### src/rtl/count_ctrl.sv
// count_ctrl: run controller for a WIDTH-bit up-counter.
// It takes start/stop/pause commands and latches the terminal count and the mode at start.
// In one-shot mode it stops at the terminal count. In auto-reload mode it wraps to zero.
// It emits a one-cycle registered done pulse at the terminal count.
// Optional feature: define PRESCALE_EN to add a 'prescale' input. The counter then advances
// once every prescale+1 clocks while running.
module count_ctrl #(
  parameter int unsigned WIDTH     = 4,
  parameter int unsigned PRE_WIDTH = 4
) (
  input  logic                 clk,
  input  logic                 reset,
  input  logic                 start,
  input  logic                 stop,
  input  logic                 pause,
  input  logic                 reload,
  input  logic [WIDTH-1:0]     limit,
`ifdef PRESCALE_EN
  input  logic [PRE_WIDTH-1:0] prescale,
`endif
  output logic [WIDTH-1:0]     q,
  output logic                 busy,
  output logic                 done
);

  typedef enum logic [1:0] {
    StIdle  = 2'd0,
    StRun   = 2'd1,
    StPause = 2'd2,
    StDone  = 2'd3
  } state_e;

  state_e               state_q, state_d;
  logic [WIDTH-1:0]     q_q, q_d;
  logic [WIDTH-1:0]     limit_q, limit_d;
  logic                 reload_q, reload_d;
  logic                 done_q, done_d;
  logic [PRE_WIDTH-1:0] pre_q, pre_d;
  logic [PRE_WIDTH-1:0] pre_lim;
  logic                 tick;
  logic                 at_limit;

`ifdef PRESCALE_EN
  logic [PRE_WIDTH-1:0] prescale_q, prescale_d;

  // Latch the prescale value together with limit/reload on an accepted start
  always_comb begin
    prescale_d = prescale_q;
    if (state_q == StIdle && start && !stop) begin
      prescale_d = prescale;
    end
  end

  // Prescale register, cleared by reset
  always_ff @(posedge clk or negedge reset) begin
    if (!reset) begin
      prescale_q <= '0;
    end else begin
      prescale_q <= prescale_d;
    end
  end

  assign pre_lim = prescale_q;
`else
  // Without prescaling the divider never leaves zero, so every running clock is a tick
  assign pre_lim = '0;
`endif

  assign tick     = (pre_q == pre_lim);
  assign at_limit = (q_q == limit_q);

  // Next-state, count and done-pulse logic; priority in RUN is stop > pause > tick
  always_comb begin
    state_d  = state_q;
    q_d      = q_q;
    limit_d  = limit_q;
    reload_d = reload_q;
    done_d   = 1'b0;
    pre_d    = pre_q;

    case (state_q)
      StIdle: begin
        // A stop in the same cycle as start cancels the start
        if (start && !stop) begin
          limit_d  = limit;
          reload_d = reload;
          q_d      = '0;
          pre_d    = '0;
          state_d  = StRun;
        end
      end

      StRun: begin
        if (stop) begin
          pre_d   = '0;
          state_d = StIdle;
        end else if (pause) begin
          state_d = StPause;
        end else if (tick) begin
          pre_d = '0;
          if (at_limit) begin
            done_d = 1'b1;
            if (reload_q) begin
              q_d = '0;
            end else begin
              state_d = StDone;
            end
          end else begin
            q_d = q_q + WIDTH'(1);
          end
        end else begin
          pre_d = pre_q + PRE_WIDTH'(1);
        end
      end

      StPause: begin
        // The resume edge only changes state; counting restarts on the following edge
        if (stop) begin
          pre_d   = '0;
          state_d = StIdle;
        end else if (!pause) begin
          state_d = StRun;
        end
      end

      StDone: begin
        // Start is deliberately ignored here; the done cycle always returns to idle
        pre_d   = '0;
        state_d = StIdle;
      end

      default: begin
        state_d = StIdle;
      end
    endcase
  end

  // State registers with asynchronous active-low reset
  always_ff @(posedge clk or negedge reset) begin
    if (!reset) begin
      state_q  <= StIdle;
      q_q      <= '0;
      limit_q  <= '0;
      reload_q <= 1'b0;
      done_q   <= 1'b0;
      pre_q    <= '0;
    end else begin
      state_q  <= state_d;
      q_q      <= q_d;
      limit_q  <= limit_d;
      reload_q <= reload_d;
      done_q   <= done_d;
      pre_q    <= pre_d;
    end
  end

  assign q    = q_q;
  assign busy = (state_q == StRun) || (state_q == StPause);
  assign done = done_q;

endmodule

### config.mk
export PLATFORM = sky130hd
export DESIGN_NAME = count_ctrl
export DESIGN_NICKNAME = d
export VERILOG_FILES = /design/src/rtl/count_ctrl.sv
export SDC_FILE = /design/constraint.sdc
export NUM_CORES = 1
export LEC_CHECK = 0
export CELL_PAD_IN_SITES_DETAIL_PLACEMENT = 1
export CELL_PAD_IN_SITES_GLOBAL_PLACEMENT = 2
export CORE_ASPECT_RATIO = 0.8
export CORE_MARGIN = 1
export CORE_UTILIZATION = 30
export DETAILED_ROUTE_END_ITERATION = 7
export PLACE_DENSITY = 0.74
export SYNTH_ARGS = -nofsm -noshare
export SYNTH_HDL_FRONTEND = slang
export SYNTH_SLANG_ARGS = --single-unit
export TNS_END_PERCENT = 1
### constraint.sdc
create_clock -name clk -period 1.5 [get_ports clk]
set_input_delay 0.225 -clock clk [delete_from_list [all_inputs] [get_ports clk]]
set_output_delay 0.225 -clock clk [all_outputs]
set_load 0.05 [all_outputs]
==> impl_metrics.yaml, run 1 <==
setup_path:
  r2r_slack_ns: -0.24
  cp_max_fo: 3
  crit_arrival_ns: 1.87
  crit_type: "register to register"
  setup.worst_path.start_class: "register"
  cp-end-kind: "register"
  cp_cell_sequence: "inv_1, ha_2, nor3b_4, o211ai_1, a31oi_2, mux2_4"
  cpPeakStageDelay_ns: 0.38
  r2r-end: "q[1]"
  r2r_cells: 6
  rr_startpoint: "pre_q[0]"
  crit_slowest_cell: "dfrtp_1"
  worstPathRequired_ns: 1.63
placement:
  dp_slack_ns: -0.304
  io_buffer_count: 15
  globalplace.congestion: 0.860
  hpwlAfterDp_um: 2210
  post_dp_cell_area_um2: 1480
grt:
  grt.overflow.total: 0
  antenna_found_initial: 0
  grt_pass1_wl_um: 4660
  track_usage: 0.184
  grt_max_degree: 17
  grt_pass1_vias: 957
layout:
  area_delta_synth_final_pct: 65.2
  drive_above_1_share: 0.507
  mostFrequentLayoutCells: "buf_4 (29), dfrtp_1 (11), clkdlybuf4s50_1 (9)"
  fin_nets: 161
  layout_commonest_cell: "buf_4"
  final_area_um2: 1620
  n_antenna_cell: 0
pwr:
  internal_power_mw: 1.72
  ir_drop_uv: 1130
  power.switching_mw: 1.12
  power_mw: 2.85
  cellPowerDensity_nw_per_um2: 1760
  seqPwrFrac: 0.235
  p_comb_frac: 0.629
  cellLeakagePower_nw: 0.712
  power.share.switching: 0.395
  p_clk_frac: 0.136
detailed_routing:
  wirelength_um: 2900
  vias_per_cell: 5.07
  first_pass_iters: 4
  drcViolationCount: 0
  drt_iter0_drc: 13
  vias: 932
  drtAntennaViolNets: 0
  wl_per_cell_um: 15.7
logic_synthesis:
  synth.yosys.seq_area_share: 0.408
  syn_area_um2: 981
  synth_nets: 110
  synth_cell_types: 38
  syn_avg_cell_area_um2: 10.4
  syn_inst: 94
  yosysWarnings: 0
  ys_ff_latch: 16
sta:
  setup_slack_ns: -0.239
  min_period_ns: 1.74
  fin_skew_ns: 0.00617
  worst_pin_slew_ns: 0.285
  slew_headroom: 0.808
  tns_ns: -0.875
  setup_violations: 9
  rsz0062_at_grt: "yes"
  post-route-period-util: 1.16
  maxSlewViolCount: 0
  max_freq_ghz: 0.575
  hold_viol: 0
clocking:
  clkSinkCount: 16
  cts_made_buffers: 3
  htree_num_levels: 1
  root_buffer: "clkbuf_8"
  clk_latency_ns: 0.25
  clkTransAtPathRegs_ns: 0.07
  clk_path_buf_depth: 2
  cts_tree: "done"
die:
  fp.dieH_um: 53.1
  die_x_um: 65.9
  pin_count: 16
  rows: 18
  start_util: 0.316
  die_area_um2: 3500
  coreArea_um2: 3110
outcome:
  status: "finished, violations left"
  violations: "negative setup slack"
flow_run:
  cap_viol_max_count: 0
worst_hold_path:
  hold_path_class: "primary input to asynchronous set/reset pin"
## repair_timing
item	in CTS	in global routing
setup buffers	2	0
resized for setup	9	11
endpoints found under the setup margin	14	16
endpoints found under the hold margin	0	0
cloned	0	0
hold buffers	0	0
pin swaps	2	1
## metrics by stage
stage,hold WS (ns),cells,utilization
floorplan,-0.0706,94,-
global placement,0.497,178,0.477
detailed placement,0.516,178,0.477
CTS,0.303,184,0.510
global route,0.308,184,0.521
finish,0.294,184,0.521
## sequential cells by signal (all words and copies together) (netlist names)
| name | flops |
|---|---|
| done | 1 |
| limit_q | 4 |
| pre_q | 4 |
| q | 4 |
| reload_q | 1 |
| state_q | 2 |
## worst max-delay path, delay by kind of cell (launching register included)
family	cells	cell delay, ns
muxes	1	0.32
adders and majority gates	1	0.17
and+or+nand+nor	1	0.26
DFF	1	0.38
AOI/OAI and AO/OA	2	0.42
buffers and inverters	1	0.06
## layer usage
| layer | track usage | vias up | routed length, um |
|---|---|---|---|
| met2 | 0.310 | 15 | 1400 |
| met4 | 0.0390 | 0 | 36 |
| met5 | 0 | - | 0 |
| met1 | 0.233 | 464 | 1360 |
| met3 | 0.0539 | 4 | 102 |
| li1 | - | 449 | - |
## worst max-delay path by stage
stage / start / cells past startpoint / end / slack [ns]
final: pre_q[0] / 6 / q[1] / -0.24
after global routing: pre_q[0] / 6 / q[1] / -0.33
after CTS: pre_q[0] / 6 / q[1] / -0.22
after detailed placement: stop / 5 / q[1] / -0.30
after global placement: stop / 5 / q[1] / -0.25
after floorplan: pre_q[0] / 6 / q[1] / -0.14
## power by group through the flow
stage / Combinational [mW] / Sequential (mW) / Clock [mW]
global route: 1.91 / 0.688 / 0.419
floorplan: 0.775 / 0.802 / 0
finish: 1.79 / 0.670 / 0.388
CTS: 1.76 / 0.670 / 0.393
detailed placement: 1.68 / 0.680 / 0
global placement: 1.62 / 0.672 / 0
## cell type report
class | count | area, um^2
clock buffer | 4 | 55.1
fill | 339 | 1490
inverter | 8 | 30.0
multi-input combinational | 70 | 637
sequential | 16 | 407
tap | 40 | 50.0
timing repair buffer | 46 | 442
## cells in the mapped netlist
cell / instances / area share
a31oi_2: 1 / 0.013
nor2b_1: 1 / 0.0064
or3_1: 1 / 0.0064
o2bb2ai_1: 1 / 0.0089
a221oi_1: 1 / 0.0089
o32ai_1: 1 / 0.0089
nand2b_1: 2 / 0.013
and3_1: 2 / 0.013
nand4b_1: 1 / 0.0089
inv_1: 8 / 0.031
a22oi_1: 1 / 0.0077
o211ai_1: 2 / 0.015
mux2_4: 1 / 0.015
nand2_1: 5 / 0.019
nor3_1: 1 / 0.0051
dfrtp_1: 16 / 0.41
and4_4: 1 / 0.011
o21ai_0: 6 / 0.031
and2b_1: 2 / 0.015
nor3b_1: 1 / 0.0077
nand3b_1: 1 / 0.0077
a31oi_1: 2 / 0.013
nor2_1: 3 / 0.011
nand2b_4: 1 / 0.014
or3b_2: 1 / 0.0089
mux2i_1: 1 / 0.010
a21oi_1: 3 / 0.015
and4b_1: 1 / 0.010
nor3b_2: 1 / 0.013
o22ai_1: 1 / 0.0064
xnor2_1: 4 / 0.036
nand4_1: 3 / 0.019
or4_1: 1 / 0.0077
ha_1: 6 / 0.077
mux2_2: 6 / 0.069
nand3_1: 2 / 0.010
mux2_1: 1 / 0.011
o31ai_1: 1 / 0.0077
## logic make-up (layout without fill, tap and decap cells)
family                     count (synthesis)  count (layout)  share of synthesized area
adders and majority gates                  6               6                     0.0765
DFF                                       16              16                      0.408
xor gates and xnor gates                   4               4                     0.0357
and+or+nand+nor                           31              31                      0.208
AOI/OAI and AO/OA                         20              20                      0.135
buffers and inverters                      8              58                     0.0306
muxes                                      9               9                      0.106
No activity file was read; power rests on OpenSTA's default activity.
==> inputs of run 2 (changes only) <==
--- a/config.mk
+++ b/config.mk
@@ -9,9 +9,9 @@
 export CELL_PAD_IN_SITES_GLOBAL_PLACEMENT = 2
 export CORE_ASPECT_RATIO = 0.8
 export CORE_MARGIN = 1
-export CORE_UTILIZATION = 30
+export CORE_UTILIZATION = 33
 export DETAILED_ROUTE_END_ITERATION = 7
-export PLACE_DENSITY = 0.74
+export PLACE_DENSITY = 0.81
 export SYNTH_ARGS = -nofsm -noshare
 export SYNTH_HDL_FRONTEND = slang
 export SYNTH_SLANG_ARGS = --single-unit
==> constraint.sdc (replaced) <==
create_clock -name clk -period 1.8 [get_ports clk]
set_input_delay 0.27 -clock clk [delete_from_list [all_inputs] [get_ports clk]]
set_output_delay 0.27 -clock clk [all_outputs]
set_load 0.05 [all_outputs]
==> impl_metrics.yaml, run 2 (same netlist as run 1, synthesis figures left out) <==
clocking:
  clkSinkCount: 16
  clk_latency_ns: 0.26
  clkTransAtPathRegs_ns: 0.07
  root_buffer: "clkbuf_8"
  cts.hold.buffers_added: 0
  cts_made_buffers: 3
  clk_path_buf_depth: 2
  htree_num_levels: 1
  cts_tree: "done"
sta:
  fin_skew_ns: 0.00564
  max_freq_ghz: 0.581
  tns_ns: 0
  setup_violations: 0
  post-route-period-util: 0.957
  hold_viol: 0
  slew_headroom: 0.674
  worst_pin_slew_ns: 0.487
  min_period_ns: 1.72
  maxSlewViolCount: 0
layout:
  layout_commonest_cell: "buf_4"
  n_antenna_cell: 0
  fin_nets: 148
  area_delta_synth_final_pct: 41.3
  drive_above_1_share: 0.346
  fillers: 317
  mostFrequentLayoutCells: "buf_4 (22), dfrtp_1 (15), clkdlybuf4s50_1 (10)"
die:
  fp.dieH_um: 50.8
  pin_count: 16
  start_util: 0.352
  coreArea_um2: 2790
  rows: 17
  die_area_um2: 3200
  die_x_um: 63.0
detailed_routing:
  wirelength_um: 2680
  vias: 871
  vias_per_cell: 5.18
  first_pass_iters: 4
  drt_iter0_drc: 39
  drtAntennaViolNets: 0
  drcViolationCount: 0
  wl_per_cell_um: 15.9
setup_path:
  setup.worst_path.start_class: "register"
  r2r_cells: 6
  crit_arrival_ns: 1.86
  rr_startpoint: "state_q[0]"
  cp_max_fo: 3
  worstPathRequired_ns: 1.94
  cp-startpoint: "state_q[0]"
  cp-end-kind: "register"
  crit_type: "register to register"
pwr:
  cellLeakagePower_nw: 0.609
  seqPwrFrac: 0.288
  power.share.switching: 0.421
  power.switching_mw: 0.851
  internal_power_mw: 1.17
  power_mw: 2.02
  p_clk_frac: 0.137
  ir_drop_uv: 1080
  cellPowerDensity_nw_per_um2: 1460
  p_comb_frac: 0.575
placement:
  io_buffer_count: 15
  hpwlAfterDp_um: 2110
  globalplace.congestion: 0.756
grt:
  grt.overflow.total: 0
  grt_pass1_vias: 927
  antenna_found_initial: 0
  grt_pass1_wl_um: 4440
  grt_max_degree: 17
  track_usage: 0.191
worst_hold_path:
  hold_path_class: "primary input to asynchronous set/reset pin"
flow_run:
  cap_viol_max_count: 0
outcome:
  status: "finished clean"
-- run 2: cell types whose count changed in the layout (fill, tap and decap cells not counted), moves of 2 or more --
cell | before | now
buf_12 | 5 | 1
buf_4 | 29 | 22
buf_6 | 3 | 0
dfrtp_1 | 11 | 15
dfrtp_2 | 5 | 1
mux2_2 | 5 | 7
mux2_4 | 3 | 1
o21ai_0 | 3 | 6
o21ai_1 | 2 | 0
-- run 2: routing by layer --
layer  routed length [um]  vias to the layer above  GRT usage
met3                   86                        5     0.0545
li1                     -                      419          -
met2                 1320                       12      0.333
met5                    0                        -          0
met4                   53                        0     0.0814
met1                 1220                      435      0.217
-- run 2: cell type report --
class	instances	area [um^2]	area share
Timing Repair Buffer	33	285	0.206
Tap cell	38	47.5	0.0343
Inverter	8	30.0	0.0217
Sequential cell	16	402	0.290
Clock buffer	3	41.3	0.0298
Multi-Input combinational cell	70	581	0.419
-- run 2: worst paths after layout --
kind | slack [ns] | endpoint
max in group asynchronous | 1.25 | state_q[0]
max reg2reg | 0.08 | q[1]
min | 0.34 | pre_q[3]
max | 0.08 | q[1]
min in group clk | 0.53 | reload_q
min reg2reg | 0.53 | reload_q
-- run 2: worst max-delay path: stages, from the launching register on --
cell	delay (ns)
dfrtp_2	0.45
inv_2	0.09
ha_2	0.19
mux2_2	0.35
o211ai_1	0.13
a31oi_2	0.10
mux2_4	0.31
-- run 2: repair_timing --
| item | CTS | global route |
|---|---|---|
| gates resized for setup | 1 | 8 |
| setup buffers | 0 | 2 |
| endpoints found under the setup margin | 1 | 3 |
| pin swaps | 0 | 1 |
-- run 2: metrics by stage --
step,setup WS [ns],utilization,instances,instance area (um^2),hold WS (ns)
2_1_floorplan,0.101,-,94,981,-0.0256
3_3_place_gp,-0.00358,0.466,163,1300,0.495
3_5_place_dp,-0.0936,0.466,163,1300,0.515
4_1_cts,0.00370,0.482,166,1340,0.344
5_1_grt,-0.0106,0.498,168,1390,0.357
6_report,0.0777,0.498,168,1390,0.341
-- run 2: power by group through the flow --
stage	sequential (mW)	clock [mW]	combinational, mW
floorplan	0.653	0	0.576
global placement	0.567	0	1.08
detailed placement	0.579	0	1.12
CTS	0.572	0.292	1.13
global route	0.596	0.299	1.25
finish	0.582	0.277	1.16
